$ cat src/rtl/ecc_err_log_if.sv
// ---------------------------------------------------------------------------
// ecc_err_log_if
// Purpose : bundles the decoder-side inputs, host controls and logging
//           outputs of ecc_err_log into one interface.
// Modports: slave  - the logger itself (consumes decoder/host inputs,
//                    drives counters, captures, interrupt)
//           master - whoever drives the logger (decoder + host)
// Signals : clkena_i, rd_valid_i, rd_addr_i, syndrome_i, sb_err_i, db_err_i,
//           sb_fix_i, thresh_i, clr_i, irq_ack_i              (to logger)
//           sb_cnt_o, db_cnt_o, sb_vld_o, sb_addr_o, sb_syn_o,
//           db_vld_o, db_addr_o, db_syn_o, irq_o              (from logger)
// Option  : ECC_ERR_LOG_SCRUB_EN adds scrub_req_o, scrub_addr_o, scrub_ack_i.
// ---------------------------------------------------------------------------
interface ecc_err_log_if #(
    parameter int ADDR_W = 32,
    parameter int SYN_W  = 5,
    parameter int CNT_W  = 16
);
    logic              clkena_i;
    logic              rd_valid_i;
    logic [ADDR_W-1:0] rd_addr_i;
    logic [SYN_W-1:0]  syndrome_i;
    logic              sb_err_i;
    logic              db_err_i;
    logic              sb_fix_i;
    logic [CNT_W-1:0]  thresh_i;
    logic              clr_i;
    logic              irq_ack_i;

    logic [CNT_W-1:0]  sb_cnt_o;
    logic [CNT_W-1:0]  db_cnt_o;
    logic              sb_vld_o;
    logic [ADDR_W-1:0] sb_addr_o;
    logic [SYN_W-1:0]  sb_syn_o;
    logic              db_vld_o;
    logic [ADDR_W-1:0] db_addr_o;
    logic [SYN_W-1:0]  db_syn_o;
    logic              irq_o;

`ifdef ECC_ERR_LOG_SCRUB_EN
    logic              scrub_req_o;
    logic [ADDR_W-1:0] scrub_addr_o;
    logic              scrub_ack_i;

    modport slave (
        input  clkena_i, rd_valid_i, rd_addr_i, syndrome_i, sb_err_i,
               db_err_i, sb_fix_i, thresh_i, clr_i, irq_ack_i, scrub_ack_i,
        output sb_cnt_o, db_cnt_o, sb_vld_o, sb_addr_o, sb_syn_o,
               db_vld_o, db_addr_o, db_syn_o, irq_o, scrub_req_o, scrub_addr_o
    );

    modport master (
        output clkena_i, rd_valid_i, rd_addr_i, syndrome_i, sb_err_i,
               db_err_i, sb_fix_i, thresh_i, clr_i, irq_ack_i, scrub_ack_i,
        input  sb_cnt_o, db_cnt_o, sb_vld_o, sb_addr_o, sb_syn_o,
               db_vld_o, db_addr_o, db_syn_o, irq_o, scrub_req_o, scrub_addr_o
    );
`else
    modport slave (
        input  clkena_i, rd_valid_i, rd_addr_i, syndrome_i, sb_err_i,
               db_err_i, sb_fix_i, thresh_i, clr_i, irq_ack_i,
        output sb_cnt_o, db_cnt_o, sb_vld_o, sb_addr_o, sb_syn_o,
               db_vld_o, db_addr_o, db_syn_o, irq_o
    );

    modport master (
        output clkena_i, rd_valid_i, rd_addr_i, syndrome_i, sb_err_i,
               db_err_i, sb_fix_i, thresh_i, clr_i, irq_ack_i,
        input  sb_cnt_o, db_cnt_o, sb_vld_o, sb_addr_o, sb_syn_o,
               db_vld_o, db_addr_o, db_syn_o, irq_o
    );
`endif
endinterface

$ cat src/rtl/ecc_err_log.sv
// ---------------------------------------------------------------------------
// ecc_err_log
// Purpose : error logger placed right after the extended-Hamming decoder.
//           Delays each read's valid/address by the decoder latency so they
//           line up with the decoder flags, counts single- and double-bit
//           errors (saturating), captures the first failing address and
//           syndrome of each class and raises an acknowledgeable interrupt.
// Ports   : clk_i  - clock, rising edge
//           rst_ni - asynchronous active-low reset
//           bus    - ecc_err_log_if.slave (decoder flags, host controls,
//                    counters, captures, irq_o)
// Params  : ADDR_W, SYN_W, CNT_W, LATENCY (decoder latency 0..2)
// Option  : define ECC_ERR_LOG_SCRUB_EN to add a scrub (write-back) request
//           channel for corrected single-bit errors.
// ---------------------------------------------------------------------------
module ecc_err_log #(
    parameter int ADDR_W  = 32,
    parameter int SYN_W   = 5,
    parameter int CNT_W   = 16,
    parameter int LATENCY = 0
) (
    input  logic          clk_i,
    input  logic          rst_ni,
    ecc_err_log_if.slave  bus
);

    typedef enum logic {
        IDLE = 1'b0,
        PEND = 1'b1
    } irqState_e;

    logic              w_vA;
    logic [ADDR_W-1:0] w_aA;

    // Valid/address alignment: a shift register of LATENCY stages that only
    // moves on enabled cycles, so it tracks the decoder pipeline exactly.
    generate
        if (LATENCY == 0) begin : g_noDelay
            assign w_vA = bus.rd_valid_i;
            assign w_aA = bus.rd_addr_i;
        end else begin : g_delay
            logic [LATENCY-1:0] r_vPipe;
            logic [ADDR_W-1:0]  r_aPipe [LATENCY];

            always_ff @(posedge clk_i or negedge rst_ni) begin
                if (!rst_ni) begin
                    r_vPipe <= '0;
                    for (int i = 0; i < LATENCY; i++) begin
                        r_aPipe[i] <= '0;
                    end
                end else if (bus.clkena_i) begin
                    r_vPipe[0] <= bus.rd_valid_i;
                    r_aPipe[0] <= bus.rd_addr_i;
                    for (int i = 1; i < LATENCY; i++) begin
                        r_vPipe[i] <= r_vPipe[i-1];
                        r_aPipe[i] <= r_aPipe[i-1];
                    end
                end
            end

            assign w_vA = r_vPipe[LATENCY-1];
            assign w_aA = r_aPipe[LATENCY-1];
        end
    endgenerate

    // Double-bit wins if the decoder flags both.
    logic w_evDb;
    logic w_evSb;
    assign w_evDb = w_vA & bus.db_err_i;
    assign w_evSb = w_vA & bus.sb_err_i & ~bus.db_err_i;

    logic [CNT_W-1:0]  r_sbCnt;
    logic [CNT_W-1:0]  r_dbCnt;
    logic              r_sbVld;
    logic              r_dbVld;
    logic [ADDR_W-1:0] r_sbAddr;
    logic [ADDR_W-1:0] r_dbAddr;
    logic [SYN_W-1:0]  r_sbSyn;
    logic [SYN_W-1:0]  r_dbSyn;

    // A clear in the same cycle as an event must behave as if the clear
    // happened first, so every update is computed from the post-clear view.
    logic [CNT_W-1:0] w_sbBase;
    logic [CNT_W-1:0] w_dbBase;
    logic [CNT_W-1:0] w_sbInc;
    logic [CNT_W-1:0] w_sbNext;
    logic [CNT_W-1:0] w_dbNext;
    logic             w_sbSat;
    logic             w_dbSat;
    logic             w_sbVldBase;
    logic             w_dbVldBase;
    logic             w_sbCap;
    logic             w_dbCap;

    assign w_sbBase    = bus.clr_i ? '0 : r_sbCnt;
    assign w_dbBase    = bus.clr_i ? '0 : r_dbCnt;
    assign w_sbSat     = &w_sbBase;
    assign w_dbSat     = &w_dbBase;
    assign w_sbInc     = w_sbBase + CNT_W'(1);
    assign w_sbNext    = (w_evSb && !w_sbSat) ? w_sbInc : w_sbBase;
    assign w_dbNext    = (w_evDb && !w_dbSat) ? (w_dbBase + CNT_W'(1)) : w_dbBase;
    assign w_sbVldBase = bus.clr_i ? 1'b0 : r_sbVld;
    assign w_dbVldBase = bus.clr_i ? 1'b0 : r_dbVld;
    assign w_sbCap     = w_evSb & ~w_sbVldBase;
    assign w_dbCap     = w_evDb & ~w_dbVldBase;

    // Counters and first-error captures; nothing moves on a disabled cycle.
    always_ff @(posedge clk_i or negedge rst_ni) begin
        if (!rst_ni) begin
            r_sbCnt  <= '0;
            r_dbCnt  <= '0;
            r_sbVld  <= 1'b0;
            r_dbVld  <= 1'b0;
            r_sbAddr <= '0;
            r_dbAddr <= '0;
            r_sbSyn  <= '0;
            r_dbSyn  <= '0;
        end else if (bus.clkena_i) begin
            r_sbCnt <= w_sbNext;
            r_dbCnt <= w_dbNext;
            r_sbVld <= w_sbVldBase | w_evSb;
            r_dbVld <= w_dbVldBase | w_evDb;
            if (w_sbCap) begin
                r_sbAddr <= w_aA;
                r_sbSyn  <= bus.syndrome_i;
            end else if (bus.clr_i) begin
                r_sbAddr <= '0;
                r_sbSyn  <= '0;
            end
            if (w_dbCap) begin
                r_dbAddr <= w_aA;
                r_dbSyn  <= bus.syndrome_i;
            end else if (bus.clr_i) begin
                r_dbAddr <= '0;
                r_dbSyn  <= '0;
            end
        end
    end

    // The SB trigger requires a real increment, so an all-ones threshold
    // fires once on reaching saturation and never again while it holds.
    logic w_sbTrig;
    logic w_trig;
    assign w_sbTrig = w_evSb && !w_sbSat && (w_sbInc == bus.thresh_i)
                      && (bus.thresh_i != '0);
    assign w_trig   = w_evDb | w_sbTrig;

    irqState_e r_state;
    irqState_e w_stateBase;
    irqState_e w_stateNext;
    logic      w_irq;

    // Interrupt FSM: state register.
    always_ff @(posedge clk_i or negedge rst_ni) begin
        if (!rst_ni) begin
            r_state <= IDLE;
        end else if (bus.clkena_i) begin
            r_state <= w_stateNext;
        end
    end

    // Interrupt FSM: next state. Clear drops to IDLE before the trigger is
    // considered; a trigger in the ack cycle keeps the interrupt pending.
    always_comb begin
        w_stateBase = bus.clr_i ? IDLE : r_state;
        w_stateNext = w_stateBase;
        case (w_stateBase)
            IDLE: if (w_trig) w_stateNext = PEND;
            PEND: if (bus.irq_ack_i && !w_trig) w_stateNext = IDLE;
            default: w_stateNext = IDLE;
        endcase
    end

    // Interrupt FSM: output.
    always_comb begin
        w_irq = (r_state == PEND);
    end

    assign bus.sb_cnt_o  = r_sbCnt;
    assign bus.db_cnt_o  = r_dbCnt;
    assign bus.sb_vld_o  = r_sbVld;
    assign bus.db_vld_o  = r_dbVld;
    assign bus.sb_addr_o = r_sbAddr;
    assign bus.db_addr_o = r_dbAddr;
    assign bus.sb_syn_o  = r_sbSyn;
    assign bus.db_syn_o  = r_dbSyn;
    assign bus.irq_o     = w_irq;

`ifdef ECC_ERR_LOG_SCRUB_EN
    logic              r_scrubReq;
    logic [ADDR_W-1:0] r_scrubAddr;
    logic              w_scrubPend;

    assign w_scrubPend = bus.clr_i ? 1'b0 : r_scrubReq;

    // Scrub request: one outstanding at a time. While pending (including the
    // ack cycle) new corrected events are dropped; the address stays stable.
    always_ff @(posedge clk_i or negedge rst_ni) begin
        if (!rst_ni) begin
            r_scrubReq  <= 1'b0;
            r_scrubAddr <= '0;
        end else if (bus.clkena_i) begin
            if (!w_scrubPend && w_evSb && bus.sb_fix_i) begin
                r_scrubReq  <= 1'b1;
                r_scrubAddr <= w_aA;
            end else if (w_scrubPend && bus.scrub_ack_i) begin
                r_scrubReq <= 1'b0;
            end else begin
                r_scrubReq <= w_scrubPend;
            end
        end
    end

    assign bus.scrub_req_o  = r_scrubReq;
    assign bus.scrub_addr_o = r_scrubAddr;
`else
    // The fix flag only matters for scrubbing.
    logic w_unusedFix;
    assign w_unusedFix = bus.sb_fix_i;
`endif

endmodule
$ cat src/flat_wrapper.sv
// flat-port wrapper written by rule: the top's interface ports become plain ports
module ecc_err_log_flat 
#(
    parameter int ADDR_W  = 32,
    parameter int SYN_W   = 5,
    parameter int CNT_W   = 16,
    parameter int LATENCY = 0
)
  (clk_i, rst_ni, bus_clkena_i, bus_rd_valid_i, bus_rd_addr_i, bus_syndrome_i, bus_sb_err_i, bus_db_err_i, bus_sb_fix_i, bus_thresh_i, bus_clr_i, bus_irq_ack_i, bus_sb_cnt_o, bus_db_cnt_o, bus_sb_vld_o, bus_sb_addr_o, bus_sb_syn_o, bus_db_vld_o, bus_db_addr_o, bus_db_syn_o, bus_irq_o);
  ecc_err_log_if #(.ADDR_W(ADDR_W), .SYN_W(SYN_W), .CNT_W(CNT_W)) bus_i ();
  input  logic clk_i;
  input  logic rst_ni;
  input wire logic [$bits(bus_i.clkena_i)-1:0] bus_clkena_i;
  input wire logic [$bits(bus_i.rd_valid_i)-1:0] bus_rd_valid_i;
  input wire logic [$bits(bus_i.rd_addr_i)-1:0] bus_rd_addr_i;
  input wire logic [$bits(bus_i.syndrome_i)-1:0] bus_syndrome_i;
  input wire logic [$bits(bus_i.sb_err_i)-1:0] bus_sb_err_i;
  input wire logic [$bits(bus_i.db_err_i)-1:0] bus_db_err_i;
  input wire logic [$bits(bus_i.sb_fix_i)-1:0] bus_sb_fix_i;
  input wire logic [$bits(bus_i.thresh_i)-1:0] bus_thresh_i;
  input wire logic [$bits(bus_i.clr_i)-1:0] bus_clr_i;
  input wire logic [$bits(bus_i.irq_ack_i)-1:0] bus_irq_ack_i;
  output wire logic [$bits(bus_i.sb_cnt_o)-1:0] bus_sb_cnt_o;
  output wire logic [$bits(bus_i.db_cnt_o)-1:0] bus_db_cnt_o;
  output wire logic [$bits(bus_i.sb_vld_o)-1:0] bus_sb_vld_o;
  output wire logic [$bits(bus_i.sb_addr_o)-1:0] bus_sb_addr_o;
  output wire logic [$bits(bus_i.sb_syn_o)-1:0] bus_sb_syn_o;
  output wire logic [$bits(bus_i.db_vld_o)-1:0] bus_db_vld_o;
  output wire logic [$bits(bus_i.db_addr_o)-1:0] bus_db_addr_o;
  output wire logic [$bits(bus_i.db_syn_o)-1:0] bus_db_syn_o;
  output wire logic [$bits(bus_i.irq_o)-1:0] bus_irq_o;
  assign bus_i.clkena_i = bus_clkena_i;
  assign bus_i.rd_valid_i = bus_rd_valid_i;
  assign bus_i.rd_addr_i = bus_rd_addr_i;
  assign bus_i.syndrome_i = bus_syndrome_i;
  assign bus_i.sb_err_i = bus_sb_err_i;
  assign bus_i.db_err_i = bus_db_err_i;
  assign bus_i.sb_fix_i = bus_sb_fix_i;
  assign bus_i.thresh_i = bus_thresh_i;
  assign bus_i.clr_i = bus_clr_i;
  assign bus_i.irq_ack_i = bus_irq_ack_i;
  assign bus_sb_cnt_o = bus_i.sb_cnt_o;
  assign bus_db_cnt_o = bus_i.db_cnt_o;
  assign bus_sb_vld_o = bus_i.sb_vld_o;
  assign bus_sb_addr_o = bus_i.sb_addr_o;
  assign bus_sb_syn_o = bus_i.sb_syn_o;
  assign bus_db_vld_o = bus_i.db_vld_o;
  assign bus_db_addr_o = bus_i.db_addr_o;
  assign bus_db_syn_o = bus_i.db_syn_o;
  assign bus_irq_o = bus_i.irq_o;
  ecc_err_log #(.ADDR_W(ADDR_W), .SYN_W(SYN_W), .CNT_W(CNT_W), .LATENCY(LATENCY)) u_core (.clk_i(clk_i), .rst_ni(rst_ni), .bus(bus_i));
endmodule
$ cat config.mk
export PLATFORM = sky130hd
export DESIGN_NAME = ecc_err_log_flat
export DESIGN_NICKNAME = d
export VERILOG_FILES = /design/src/rtl/ecc_err_log_if.sv /design/src/rtl/ecc_err_log.sv /design/src/flat_wrapper.sv
export SDC_FILE = /design/constraint.sdc
export NUM_CORES = 1
export LEC_CHECK = 0
export CELL_PAD_IN_SITES_DETAIL_PLACEMENT = 0
export CELL_PAD_IN_SITES_GLOBAL_PLACEMENT = 1
export CORE_UTILIZATION = 31
export CTS_CLUSTER_SIZE = 20
export DETAILED_ROUTE_END_ITERATION = 16
export GPL_ROUTABILITY_DRIVEN = 0
export GPL_TIMING_DRIVEN = 0
export PLACE_DENSITY = 0.75
export SETUP_SLACK_MARGIN = 0.1
export SLEW_MARGIN = 15
export SYNTH_ARGS = -nofsm -noshare
export SYNTH_HDL_FRONTEND = slang
export SYNTH_SLANG_ARGS = --single-unit
$ cat constraint.sdc
create_clock -name clk_i -period 1.89 [get_ports clk_i]
set_input_delay 0.378 -clock clk_i [delete_from_list [all_inputs] [get_ports clk_i]]
set_output_delay 0.378 -clock clk_i [all_outputs]
set_load 0.05 [all_outputs]
Word level (Yosys, flattened, before mapping)
Index checks and enable logic that the tools add are counted.

RAM bits: 0. Word-level logic and storage cells: 55. Memories: 0. Register bits after elaboration: 109. Output and inout port bits: 109. Bits in latches: 0. Bits in read-only memories: 0. Input port bits: 62.

Bitwise operators: 12. $lt $le $gt $ge: 0. $mul: 0. Divide/modulo/power cells: 0. Reductions and logical operators: 15. Equality and inequality tests: 1. Shift-type cells: 0. Add/subtract/negate cells: 2. Mux-type cells: 16.

Operators by type and width (count): $mux 32 (3); $mux 16 (4); $add 16x1->16 const B (2); $reduce_and 16->1 (2); $eq 16x16->1 (1); $reduce_bool 16->1 (1); $mux 5 (3); $and 1x1->1 (5); $logic_and 1x1->1 (5); $mux 1 (5); $not 1->1 (4); $reduce_and 2->1 (2); $reduce_bool 2->1 (2); $logic_not 1->1 (3); $or 1x1->1 (3); $pmux 1 s2 (1).

Longest topological paths before layout
Gate-level depths: netlist of the first run.

Word-level depth: 11. Gate-level depth with buffers: 11.

Least setup slack after synthesis of the first run
OpenSTA, ideal clock, no wires.

Kind: in2reg. From: input bus_clr_i. To: register u_core.r_dbCnt[11] (netlist: u_core.bus.db_cnt_o[11]). Path slack: -0.609 ns. Arrival time: 2.375 ns. Stages on the path: 11. Buffers on the path: 3. Path through: buf_6 -> buf_2 -> clkbuf_1 -> nor2b_1 -> ha_1 -> and3_1 -> a31oi_1 -> nand3_1 -> nor3_2 -> nand3_1 -> xor2_1.

Longest elaborated chain between the ends: 5.

RTL lines: from (decl) (line flat_wrapper.sv:21) `input wire logic [$bits(bus_i.clr_i)-1:0] bus_clr_i;`; $mux 16 (*) (line ecc_err_log.sv:96) `assign w_dbBase = bus.clr_i ? '0 : r_dbCnt;`; parallel branches: the longest is 3 deep, another holds $add 16x1->16; $mux 16 (*) (line ecc_err_log.sv:101) `assign w_dbNext = (w_evDb && !w_dbSat) ? (w_dbBase + CNT_W'(1)) : w_dbBase;`; to (signal assigned) (line ecc_err_log.sv:120) `r_dbCnt <= w_dbNext;`; to (decl) (line ecc_err_log.sv:73) `logic [CNT_W-1:0] r_dbCnt;`.

Every way passes the cells marked *. A chain may end at the register's enable or synchronous reset.

Worst setup path in the final report of the first run
From: register u_core.r_sbCnt[0] (netlist: u_core.bus.sb_cnt_o[0]). To: register u_core.r_state (netlist: u_core.bus.irq_o).

Longest elaborated chain between the ends: 11.

RTL lines: from (decl) (line ecc_err_log.sv:72) `logic [CNT_W-1:0] r_sbCnt;`; from (signal assigned) (line ecc_err_log.sv:119) `r_sbCnt <= w_sbNext;`; $mux 16 (*) (line ecc_err_log.sv:95) `assign w_sbBase = bus.clr_i ? '0 : r_sbCnt;`; parallel branches: the longest is 3 deep, another holds $add 16x1->16; $logic_and 1x1->1 (*) (line ecc_err_log.sv:144) `assign w_sbTrig = w_evSb && !w_sbSat && (w_sbInc == bus.thresh_i)`; $logic_and 1x1->1 (*) (line ecc_err_log.sv:145) `&& (bus.thresh_i != '0);`; $or 1x1->1 (*) (line ecc_err_log.sv:146) `assign w_trig = w_evDb | w_sbTrig;`; $logic_not 1->1 (line ecc_err_log.sv:169) `PEND: if (bus.irq_ack_i && !w_trig) w_stateNext = IDLE;`; $logic_and 1x1->1 (line ecc_err_log.sv:169); $mux 1 (line ecc_err_log.sv:169); $pmux 1 s2 (*) (line ecc_err_log.sv:167) `case (w_stateBase)`; to (signal assigned) (line ecc_err_log.sv:158) `r_state <= w_stateNext;`; to (decl) (line ecc_err_log.sv:148) `irqState_e r_state;`.

Marks and branches as above.

==> flow_summary_export.csv, run 1 <==
group,metric,value,unit
floorplanning,core,17240,sq um
route,drtAntennaViolNets,0,
route,dr.first_iter.drc_count,384,
synth,yosysMostFrequentCell,"nand2_1",
worst_setup_path,r2r_start,"u_core.bus.sb_cnt_o[0]",
sta,report.final.slew_viol_count,0,
global_routing,antenna_found_initial,0,
synth,yosys.area.top_type,"dfrtp_1",
placement,placed_cells,1019,
power,ir_drop,0.0004987,V
sta,holdWs,0.4538,ns
sta,tightestPinTransition,0.6524,ns
clock_tree,cts_tree,"yes",
final_layout,fill_cells,1608,
sta,rsz0062_at_grt,"yes",
global_routing,grt_usage,0.2070,
clock_tree,clock_sinks,109,
route,vias_per_cell,5.050,
sta,fin_crit_sh,1.129,
power,p_leak,3.891,nW
worst_setup_path,crit_start,"u_core.bus.sb_cnt_o[0]",
floorplanning,io_pins,171,
power,pwr_density_cell,754.7,nW/um^2
final_layout,area.sequential,2750,sq um
min_path,min_from,"bus_clkena_i",
power,finalPower,6.446,mW
synth,synthFlopType,"dfrtp_1",
final_layout,syn2layout_area_growth,56.34,%
sta,tns,-1.462,ns
global_routing,grt_first_pass_wirelength,29260,microns
synth,ys_types,63,
sta,finalCriticalPeriod,2.134,ns
synth,syn_avg_cell_area,8.740,sq um
synth,netlist_instances,625,
clock_tree,clkLatencyLatePin,0.35,ns
route,wl,18520,microns
placement,io_buffers,168,
worst_setup_path,critPathLaunchType,"register",
final_layout,final_layout_size_suffix_gt1_frac,0.2035,
route,num_vias,5479,
run_status,run_status,"finished, violations left",
final_layout,final_nets,918,
sta,relSlewSlack,0.5651,
clock_tree,h-tree-depth,3,
clock_tree,clock_path_buffers,2,
sta,finalWorstSetupSlack,-0.2444,ns
synth,synth_area_leaders,"dfrtp_1, nand2_1, o21ai_0, xnor2_1, clkbuf_1",
final_layout,multi_input_area,2875,sq um
sta,skew,0.005616,ns
worst_setup_path,cp.arrival,2.40,ns
floorplanning,dieArea,18160,sq um
synth,yosysSeqAreaShare,0.4993,
global_routing,grt_pass1_vias,5544,
worst_setup_path,cp-end-kind,"register",
route,drc,0,
final_layout,fin_util,0.4955,
route,drt-pass1-iter-count,5,
worst_setup_path,cp_max_fo,6,
floorplanning,die_w,134.7,microns
clock_tree,clk_pin_slew_worst_paths,0.07,ns
clock_tree,cts_root_buf,"clkbuf_16",
worst_setup_path,critPathKind,"register to register",
clock_tree,cts_buffers,9,
synth,synth_edf_count,0,
global_routing,overflow,0,
synth,syn-cell-area,5463,sq um
final_layout,num_antenna_cells,0,
synth,synth_seq_cells,109,
synth,async_reset_ff_frac,1.000,
sta,final_hold_viol_count,0,
run_status,failed_checks,"setup timing",
sta,clock.fmax,468.5,MHz
sta,final-setup-viol-count,17,
synth,synth_nets,688,
global_routing,grt_max_degree,75,
worst_setup_path,worstPathRequired,2.15,ns
floorplanning,initial_core_util,0.3169,
placement,post-dp-hpwl,13100,microns
synth,ys_top_cells_by_count,"nand2_1, dfrtp_1, o21ai_0",
min_path,worstHoldPathType,"input pin to register",
floorplanning,rows,48,
route,avgRoutedWirePerCell,17.07,microns
synth,netlist.area_leader.share,0.4993,
floorplanning,fp.dieH,134.7,microns
synth,yosysWarningCount,0,
final_layout,final_cells,1085,
run,maxCapViolations,0,
==> worst paths after layout <==
check                                          end  slack, ns  cells past startpoint
max                               u_core.bus.irq_o      -0.24                      9
min                            u_core.bus.db_vld_o       0.45                      3
max reg2reg                       u_core.bus.irq_o      -0.24                      9
min reg2reg                u_core.bus.db_addr_o[5]       0.53                      2
max in group asynchronous  u_core.bus.sb_cnt_o[12]       0.64                      3
min in group asynchronous   u_core.bus.db_cnt_o[0]       0.51                      2
==> repair_timing <==
action | in CTS | in global routing
endpoints found under the hold margin | 35 | 0
pin swaps | 36 | 27
endpoints found under the setup margin | 218 | 103
gates resized for setup | 191 | 42
cloned | 0 | 0
hold buffers | 1 | 0
setup buffers | 40 | 12
==> power breakdown <==
group	switching [mW]	internal, mW
clock network	0.906	1.08
registers	0.162	2.52
logic	1.20	0.579
total	2.27	4.18
==> per-stage QoR <==
stage          setup slack (ns)  area (sq um)
3_5_place_dp             -1.021          7574
6_report                -0.2444          8541
2_1_floorplan           -0.2900          5582
3_3_place_gp             -4.362          7545
4_1_cts                 -0.2070          8394
5_1_grt                 -0.3890          8541
==> layout by cell type (no fill, tap or decap), types with 10 or more instances in the layout <==
| master | count |
|---|---|
| nand2_1 | 185 |
| dlygate4sd2_1 | 106 |
| dfrtp_1 | 91 |
| o21ai_0 | 85 |
| clkdlybuf4s50_1 | 56 |
| buf_4 | 39 |
| xnor2_1 | 19 |
| dfrtp_2 | 18 |
| inv_1 | 17 |
| buf_6 | 13 |
| clkbuf_1 | 13 |
| nor2_1 | 13 |
| a21oi_1 | 12 |
| xor2_1 | 11 |
| clkbuf_16 | 10 |
| o22ai_1 | 10 |
==> layer usage <==
layer	global-route usage	vias up	share of wire	routed length (microns)
met1	0.2564	2630	0.41	7666
met3	0.07207	32	0.093	1723
met5	0	-	0	0
met4	0.07179	0	0.023	435
met2	0.3345	223	0.47	8694
li1	-	2594	-	-
==> kinds of logic (layout without fill, tap and decap cells) <==
kind of cell	Yosys count	count (layout)	synth area share
AOI/OAI and AO/OA	144	144	0.1532
xor gates and xnor gates	33	33	0.05291
adders and majority gates	2	2	0.004122
buffers and inverters	52	287	0.04008
DFF	109	109	0.4993
muxes	2	2	0.003665
and+or+nand+nor	283	283	0.2467
==> cell type report <==
cell class	count	area share
buffer	35	0.02959
clock buffer	11	0.02842
clock inverter	5	0.007764
inverter	17	0.007471
multi-input combinational	464	0.3367
sequential	109	0.3220
tap	225	0.03296
timing repair buffer	219	0.2351
==> sequential cells by signal, summed over array words and instances (netlist names) <==
register / flops
u_core.bus.irq_o: 1
u_core.bus.db_cnt_o: 16
u_core.bus.sb_syn_o: 5
u_core.bus.sb_addr_o: 32
u_core.bus.db_addr_o: 32
u_core.bus.db_syn_o: 5
u_core.bus.db_vld_o: 1
u_core.bus.sb_vld_o: 1
u_core.bus.sb_cnt_o: 16
==> critical path: stages, from the launching register on <==
cell,delay [ns]
dfrtp_2,0.42
buf_8,0.13
nand4_1,0.08
buf_6,0.14
and4bb_4,0.26
a31oi_4,0.24
nand2_4,0.10
a2111oi_4,0.34
nand4b_1,0.15
o31ai_2,0.18
No activity file was read; power rests on OpenSTA's default activity.
==> run 2: changes to the inputs <==
--- a/config.mk
+++ b/config.mk
@@ -14,7 +14,6 @@
 export GPL_TIMING_DRIVEN = 0
 export PLACE_DENSITY = 0.75
 export SETUP_SLACK_MARGIN = 0.1
-export SLEW_MARGIN = 15
 export SYNTH_ARGS = -nofsm -noshare
 export SYNTH_HDL_FRONTEND = slang
 export SYNTH_SLANG_ARGS = --single-unit
==> run 2 against run 1 <==
Against the previous run: the flow still finishes with violations (setup timing); critical path depth fell by 2; clock-buffer cell count down 1; via count is 0.89% higher; register-to-register slack got worse by 0.03 ns; cell count decreased by 0.55%; clock power fell by 11%; core utilization decreased by 0.52 points; sequential cell count is the same; first-iteration DRC count is 27% higher; largest power group unchanged.
==> flow_summary_export.csv, run 2 (synthesized netlist as in run 1, its figures left out) <==
group,metric,value,unit
run_status,run_status,"finished, violations left",
run_status,failed_checks,"setup timing",
clock_tree,cts_tree,"yes",
clock_tree,cts_root_buf,"clkbuf_16",
final_layout,final_cell_mix,"nand2_1, dlygate4sd2_1, dfrtp_1, o21ai_0, clkdlybuf4s50_1",
sta,fin_crit_sh,1.147,
final_layout,syn2layout_area_growth,54.72,%
route,wl,18870,microns
worst_setup_path,cp_max_fo,6,
worst_setup_path,slowest_stage,"or4_1",
global_routing,antenna_found_initial,0,
worst_setup_path,worstPathRequired,2.15,ns
global_routing,grt_first_pass_wirelength,29240,microns
route,drt-pass1-iter-count,5,
sta,finalWorstSetupSlack,-0.2776,ns
final_layout,fill_cells,1609,
floorplanning,dieArea,18160,sq um
clock_tree,clock_path_buffers,2,
worst_setup_path,slowest_delay,0.54,ns
route,vias_per_cell,5.123,
worst_setup_path,critPathLaunchType,"register",
final_layout,multi_input_area,2863,sq um
route,avgRoutedWirePerCell,17.49,microns
sta,rsz0062_at_grt,"yes",
clock_tree,clkLatencyLatePin,0.34,ns
sta,final_hold_viol_count,0,
power,ir_drop,0.0006270,V
sta,clock.fmax,461.3,MHz
route,drtAntennaViolNets,0,
worst_setup_path,crit_chain,"inv_1, nor3_2, nand4_1, or4_1, a31oi_1, nand4b_1, o31ai_2",
power,p_leak,3.825,nW
floorplanning,rows,48,
sta,final-setup-viol-count,20,
sta,holdWs,0.4464,ns
worst_setup_path,path_buf_inv,1,
worst_setup_path,cpLargestDelayFamily,"simple AND/OR/NAND/NOR gates",
min_path,worstHoldPathType,"input pin to async pin",
final_layout,final_layout_size_suffix_gt1_frac,0.1991,
clock_tree,cts_buffers,9,
placement,io_buffers,168,
sta,report.final.slew_viol_count,0,
final_layout,final_nets,913,
power,pwr_density_cell,740.1,nW/um^2
worst_setup_path,cp.arrival,2.43,ns
placement,post-dp-hpwl,13080,microns
floorplanning,io_pins,171,
route,drc,0,
sta,relSlewSlack,0.5571,
clock_tree,clock_sinks,109,
route,dr.first_iter.drc_count,486,
clock_tree,clk_pin_slew_worst_paths,0.07,ns
final_layout,num_antenna_cells,0,
global_routing,grt_usage,0.2063,
run,maxCapViolations,0,
worst_setup_path,cp-end-kind,"register",
global_routing,overflow,0,
sta,tightestPinTransition,0.6644,ns
worst_setup_path,critPathKind,"register to register",
floorplanning,fp.dieH,134.7,microns
final_layout,final_common_cell,"nand2_1",
clock_tree,h-tree-depth,3,
final_layout,area.sequential,2750,sq um
global_routing,grt_max_degree,95,
sta,tns,-2.044,ns
floorplanning,initial_core_util,0.3169,
global_routing,grt_pass1_vias,5505,
route,num_vias,5528,
floorplanning,core,17240,sq um
placement,dp_slack,-1.019,ns
sta,skew,0.004650,ns
sta,finalCriticalPeriod,2.168,ns
floorplanning,die_w,134.7,microns
run 2: cell types whose count changed in the layout (fill, tap and decap cells not counted), sizes merged:
cell           previous run  this run
dlymetal6s2s              1         0
inv                      19        17
clkdlybuf4s50            56        57
bufinv                    1         0
clkinv                    1         3
bufbuf                    0         1
buf                      60        55
dlygate4sd2             106       104
clkinvlp                  1         2
run 2: power breakdown:
group | total (mW) | internal [mW] | switching (mW)
combinational | 1.80 | 0.586 | 1.21
clock | 1.78 | 0.897 | 0.884
sequential | 2.68 | 2.52 | 0.160
run 2: layer usage:
layer / track usage / share of wire
met1: 0.2567 / 0.41
met2: 0.3399 / 0.47
met3: 0.06644 / 0.094
met4: 0.06305 / 0.018
met5: 0 / 0
run 2: timing repair:
item | 4_1_cts | 5_1_grt
hold buffers | 1 | 0
pin swaps | 30 | 20
buffers inserted | 28 | 18
gates resized for setup | 183 | 48
gates cloned | 1 | 0
setup endpoints to repair | 217 | 84
endpoints found under the hold margin | 15 | 0
run 2: stage by stage:
stage	instances	total power, mW	util	cell area [sq um]
6_report	1079	6.256	0.4903	8452
2_1_floorplan	625	3.746	-	5582
3_3_place_gp	1018	4.471	0.4377	7545
5_1_grt	1079	6.531	0.4903	8452
3_5_place_dp	1019	4.496	0.4394	7574
4_1_cts	1064	6.258	0.4789	8255
run 2: path summary, 6_finish.rpt:
kind	startpoint	endpoint	slack [ns]	cells after the start
max	u_core.bus.sb_cnt_o[8]	u_core.bus.irq_o	-0.28	7
min	rst_ni	u_core.bus.db_cnt_o[2]	0.45	2
max reg2reg	u_core.bus.sb_cnt_o[8]	u_core.bus.irq_o	-0.28	7
min reg2reg	u_core.bus.db_addr_o[3]	u_core.bus.db_addr_o[3]	0.52	2
max in group asynchronous	rst_ni	u_core.bus.sb_cnt_o[12]	0.67	3
min in group clk_i	bus_clkena_i	u_core.bus.irq_o	0.46	4
run 2: final cells by class:
| cell class | instances | area share |
|---|---|---|
| plain buffers | 35 | 0.02961 |
| flip-flops and latches | 109 | 0.3254 |
| clock buffers | 10 | 0.02709 |
| repair buffers | 214 | 0.2335 |
| well taps | 225 | 0.03331 |
| multi-input cells | 464 | 0.3387 |
| clock inverters | 5 | 0.004441 |
| inverters | 17 | 0.007994 |
run 2: worst register-to-register path, stage by stage (launching register included):
cell and delay, ns:
dfrtp_2 0.47, inv_1 0.12, nor3_2 0.23, nand4_1 0.18, or4_1 0.54, a31oi_1 0.24
nand4b_1 0.14, o31ai_2 0.18
